--- src/rtl/spike_event_packer.sv ---
`default_nettype none
// ============================================================================
// Module  : spike_event_packer
// Brief   : Packs ON/OFF spike events with a relative timestamp (count of
//           empty samples since the last packed event) into EW-bit words,
//           buffers them in a small FIFO and drains them over valid/ready.
//           A sticky flag reports events dropped while the FIFO was full.
// Revision: 1.0 - initial release
// ============================================================================
module spike_event_packer #(
   parameter int TS_W  = 6,
   parameter int DEPTH = 4
) (
   input  logic                       clk,
   input  logic                       rst_n,
   input  logic                       in_valid,
   input  logic [1:0]                 spike,
   input  logic                       out_ready,
   input  logic                       clr_ovf,
   output logic                       out_valid,
   output logic [TS_W+1:0]            out_data,
   output logic [$clog2(DEPTH):0]     fifo_level,
   output logic                       overflow
);

   localparam int EW = TS_W + 2;
   localparam int PW = $clog2(DEPTH);
   localparam int LW = PW + 1;

   localparam logic [PW-1:0]   c_PTR_ONE = PW'(1);
   localparam logic [LW-1:0]   c_LVL_ONE = LW'(1);
   localparam logic [LW-1:0]   c_FULL    = LW'(DEPTH);
   localparam logic [TS_W-1:0] c_GAP_MAX = '1;

   logic [EW-1:0]   r_mem [DEPTH];
   logic [PW-1:0]   r_wptr;
   logic [PW-1:0]   r_rptr;
   logic [LW-1:0]   r_count;
   logic [TS_W-1:0] r_gap;
   logic            r_overflow;

   logic            w_is_event;
   logic            w_gap_full;
   logic            w_push;
   logic [EW-1:0]   w_push_data;
   logic            w_full;
   logic            w_pop;
   logic            w_accept;
   logic            w_drop;

   // Classify the current sample and decide what, if anything, gets pushed.
   // An idle marker closes a run of 2^TS_W empty samples so the timestamp
   // field never wraps silently.
   always_comb begin
      w_is_event  = (spike == 2'b01) || (spike == 2'b10);
      w_gap_full  = (r_gap == c_GAP_MAX);
      w_push      = in_valid && (w_is_event || w_gap_full);
      w_push_data = w_is_event ? {spike, r_gap} : {2'b00, c_GAP_MAX};
      w_full      = (r_count == c_FULL);
      w_pop       = (r_count != '0) && out_ready;
      // A pop in the same cycle frees the slot a full FIFO needs.
      w_accept    = w_push && (!w_full || w_pop);
      w_drop      = w_push && w_full && !w_pop;
   end

   // Gap counter: counts qualified empty samples, restarts on any push attempt.
   always_ff @(posedge clk) begin
      if (!rst_n) begin
         r_gap <= '0;
      end else if (in_valid) begin
         if (w_push) begin
            r_gap <= '0;
         end else begin
            r_gap <= r_gap + c_GAP_MAX'(1);
         end
      end
   end

   // FIFO storage; contents need no reset because r_count gates visibility.
   always_ff @(posedge clk) begin
      if (w_accept) begin
         r_mem[r_wptr] <= w_push_data;
      end
   end

   // FIFO pointers and occupancy.
   always_ff @(posedge clk) begin
      if (!rst_n) begin
         r_wptr  <= '0;
         r_rptr  <= '0;
         r_count <= '0;
      end else begin
         if (w_accept) begin
            r_wptr <= r_wptr + c_PTR_ONE;
         end
         if (w_pop) begin
            r_rptr <= r_rptr + c_PTR_ONE;
         end
         case ({w_accept, w_pop})
            2'b10:   r_count <= r_count + c_LVL_ONE;
            2'b01:   r_count <= r_count - c_LVL_ONE;
            default: r_count <= r_count;
         endcase
      end
   end

   // Sticky overflow: a drop this cycle wins over a concurrent clear.
   always_ff @(posedge clk) begin
      if (!rst_n) begin
         r_overflow <= 1'b0;
      end else if (w_drop) begin
         r_overflow <= 1'b1;
      end else if (clr_ovf) begin
         r_overflow <= 1'b0;
      end
   end

   assign out_valid  = (r_count != '0);
   assign out_data   = r_mem[r_rptr];
   assign fifo_level = r_count;
   assign overflow   = r_overflow;

endmodule
`default_nettype wire
--- config.mk ---
export PLATFORM = sky130hd
export DESIGN_NAME = spike_event_packer
export DESIGN_NICKNAME = d
export VERILOG_FILES = /design/src/rtl/spike_event_packer.sv
export SDC_FILE = /design/constraint.sdc
export NUM_CORES = 1
export LEC_CHECK = 0
export CORE_MARGIN = 2
export CORE_UTILIZATION = 50
export CTS_BUF_LIST = sky130_fd_sc_hd__clkbuf_8 sky130_fd_sc_hd__clkbuf_16
export DETAILED_ROUTE_END_ITERATION = 8
export PLACE_DENSITY = 0.71
export SYNTH_ARGS = -nofsm -noshare
export SYNTH_HDL_FRONTEND = slang
export SYNTH_SLANG_ARGS = --single-unit
--- constraint.sdc ---
create_clock -name clk -period 6.6 [get_ports clk]
set_input_delay 1.98 -clock clk [delete_from_list [all_inputs] [get_ports clk]]
set_output_delay 1.98 -clock clk [all_outputs]
set_load 0.05 [all_outputs]
==> metrics.txt, run 1 <==
outcome finished, final reports clean; total power roughly 900 uW; Synth async-reset ratio 0%; Yosys top cell area share 47.7%; TritonCTS Sinks 48; most area-consuming cells after synthesis edfxtp_1 (48%), dfxtp_1 (16%), mux4_2 (8.9%); Synth Area in XOR/XNOR under 10%; crit-path max FO 8; Synth Area in Adders 5.34%; data arrival time of the worst path between 2 and 2.5 ns; Critical-path top delay cell clkdlybuf4s50_1; Routed wire per std cell ~15 um; vias per cell 5.42; FF-to-FF End r_mem[3][0]$_DFFE_PP_; post-route ant nets 0; # diodes 0; Reg power frac a little over two fifths; synthesized net count between 150 and 200; Syn-to-layout area delta 18.1%; Rows 23; die area about 4600 um2; DRT Pass-1 Iters 4; P_leak between 0.0008 and 0.0009 uW; Slew @ Worst Pin around 0.51 ns; met2 Track Usage GR between 20% and 30%; Synth cell types 33; grt total ovfl 0; most instantiated library cell after synthesis edfxtp_1; crit-path cells mux4_2 -> clkdlybuf4s50_1; Detailed Route WL approximately 3.3 mm; Achievable Freq roughly 240 MHz; CTS buffer count 5; Worst setup SP type flop; Post-synth EDFFs 32; Final Wtd Congestion ~0.76; main combinational cell family by area after synthesis simple AND/OR/NAND/NOR gates; worst hold path endpoint r_wptr[1]$_SDFFE_PN0P_; r2r startpoint r_gap[0]$_SDFFE_PN0P_; Final period util around 64%; most common library cells after synthesis edfxtp_1 (32), dfxtp_1 (16), nor2_1 (12), nand2_1 (10), mux4_2 (8); Seq cells post-synth 48; Int Power ~600 uW; compound-gate portion of the synthesized area 4.10%; Post-Syn Area a little over 2000 um2; global-route wire length before repair 5.41 mm; CP endpoint kind output pin; Post-CTS Setup Inserts 0; Combinational Power Share between 30% and 40%; Max-Cap Viols 0; Hold Vio Cnt, Final 0; RSZ-0062 raised after global routing no; vias in the first global route roughly 1100; largest net degree at the start of global routing 16; r2r setup slk about 4.5 ns; residual DRC count 0; fillers approximately 320; P_sw between 300 and 400 uW; Final #Nets approximately 180; WHS Path Cells 2; via count roughly 1200; Final Setup Violations 0; DRT iter0 DRCs 35; relative max-transition margin 66.1%; sequential-to-total area share from yosys stat 63.6%; gr usage total ~17%; routing usage on met1 about a fifth; busiest grt layer met2; hold crit path type reg -> reg; clock share of power a little under a quarter; core area around 3900 um2; hold path startpoint r_wptr[1]$_SDFFE_PN0P_; clock root cell clkbuf_8; num ports 20; most common flop cell mapped by yosys edfxtp_1; height of the die between 60 and 70 um; Setup Skew about 0.0029 ns; Power per Cell Area between 300 and 400 nW/um2; Post-CTS Resized 0; top cell type by total area after synthesis edfxtp_1; Clk Latency, worst-skew pair about 0.3 ns; post-route cell area 2380 um2; FF-to-FF path depth 4; hold_buf cts 0; Clock transition at path regs around 0.08 ns; CTS tree done; Tmin final around 4.2 ns; Die W 67.5 um; Fin Setup TNS 0 ns; Max VDD drop about 0.42 mV; PnR worst setup slack between 2 and 2.5 ns; Placed Cells around 210; Slew Limit Fails 0; Critical Path RT between 4 and 5 ns; grt met3 use 4.17%; CTS max path bufs 2; placed cell areas ~2300 um2; Post-Synthesis Cells around 140; starting density of the core roughly half; kind of critical path reg -> out; initial antenna violation count 0; Final Non-Filler Cells between 200 and 250; Buf/Inv on CP 1; Levels on crit path 2; mux share of post-synthesis cell area a little over a tenth; sw frac 34.2%; simple-gate share of the synthesized area a little under an eighth; Ys Warns 0; Place WS around 2.3 ns; Top delay family on crit path buffers and inverters; CTS H-tree depth 2; layout cell share with drive strength beyond 1 between 15 and 20%; PortBufs 19; mean post-synth cell area between 10 and 15 um2; Worst path max stage delay slightly above 0.7 ns; hpwl dp between 2 and 2.5 mm
cell type report:
cell class | instances | area (um2) | area share, %
Clock buffer | 6 | 82.6 | 3.47
Clock inverter | 2 | 38.8 | 1.63
Inverter | 6 | 22.5 | 0.946
Multi-Input combinational cell | 82 | 703 | 29.5
Sequential cell | 48 | 1280 | 53.8
Tap cell | 50 | 62.6 | 2.63
Timing Repair Buffer | 19 | 190 | 7.99
power groups by stage:
stage	logic, uW	registers, uW	clock network [uW]
4_1_cts	306	388	223
3_3_place_gp	303	392	0
5_1_grt	325	393	232
6_report	304	387	217
3_5_place_dp	305	396	0
2_1_floorplan	206	406	0
kinds of logic (layout without fill, tap and decap cells):
logic type | after synthesis | after routing
AO/OA/AOI/OAI | 12 | 12
XOR/XNOR | 7 | 7
adder cells (fa/ha/maj) | 8 | 8
buffers and inverters | 8 | 33
flip-flops | 48 | 48
multiplexers | 12 | 12
AND/OR/NAND/NOR | 43 | 43
registers in the layout (all words and copies together) (netlist names), named ones only:
signal	cells
fifo_level	3
overflow	1
r_gap	6
r_mem	32
r_rptr	2
r_wptr	2
worst min-delay path: cells and delay by family, from the launching register on:
| kind | cells | cell delay, ns |
|---|---|---|
| AO/OA/AOI/OAI | 2 | 0.14 |
| flip-flops | 1 | 0.34 |
per-layer routing:
layer	wire length, um	share of wire, %	vias to the layer above
li1	-	-	549
met1	1390	42	574
met2	1730	52	26
met3	130	3.9	5
met4	50	1.5	0
met5	0	0	-
layout by cell type, fill, tap and decap left out:
cell	n
nor4b_2	1
a21boi_2	1
or3_1	1
nand2_1	10
o21ai_0	2
or2b_1	1
xor2_1	4
o21a_1	1
clkinv_4	1
edfxtp_1	32
nand3_1	2
mux2i_1	4
clkbuf_8	6
nand2b_1	2
xnor2_1	3
bufinv_16	1
or2_2	6
o32a_1	1
or4b_2	1
o31a_1	1
nor2_1	12
inv_1	6
o21ai_1	1
nand4_1	1
nand4_2	1
nor2b_1	1
clkdlybuf4s50_1	19
and3_1	4
o31ai_1	1
fa_1	1
ha_1	7
dfxtp_1	16
o211ai_1	1
mux4_2	8
a21oi_1	3
worst max-delay path by stage:
stage	endpoint	slack, ns
2_1_floorplan	fifo_level[2]$_SDFFE_PN0P_	3.03
3_3_place_gp	r_mem[0][2]$_DFFE_PP_	2.36
3_5_place_dp	r_mem[3][2]$_DFFE_PP_	2.28
4_1_cts	out_data[1]	2.33
5_1_grt	out_data[1]	2.24
6_report	out_data[1]	2.39
metrics by stage:
step | utilization (%) | hold slack [ns]
5_1_grt | 60.4 | 0.560
3_3_place_gp | 57.3 | 0.505
4_1_cts | 60.4 | 0.531
3_5_place_dp | 57.3 | 0.518
6_report | 60.4 | 0.527
2_1_floorplan | - | 0.484
(Power assumes the default switching activity.)
==> inputs of run 2 (changes only) <==
- clock period: 6.6 -> 4.15 ns (I/O delays scaled with it)
==> results of run 2 <==
Same layout as run 1 (identical final DEF). Status: finished, final reports clean.
Among the figures that moved: setup slack after placement 2.28 ns -> 0.568 ns; setup slack after layout 2.39 ns -> 0.674 ns; register-to-register setup slack 4.53 ns -> 2.08 ns; total power 909 uW -> 1450 uW; worst IR drop on VDD 0.418 mV -> 0.664 mV
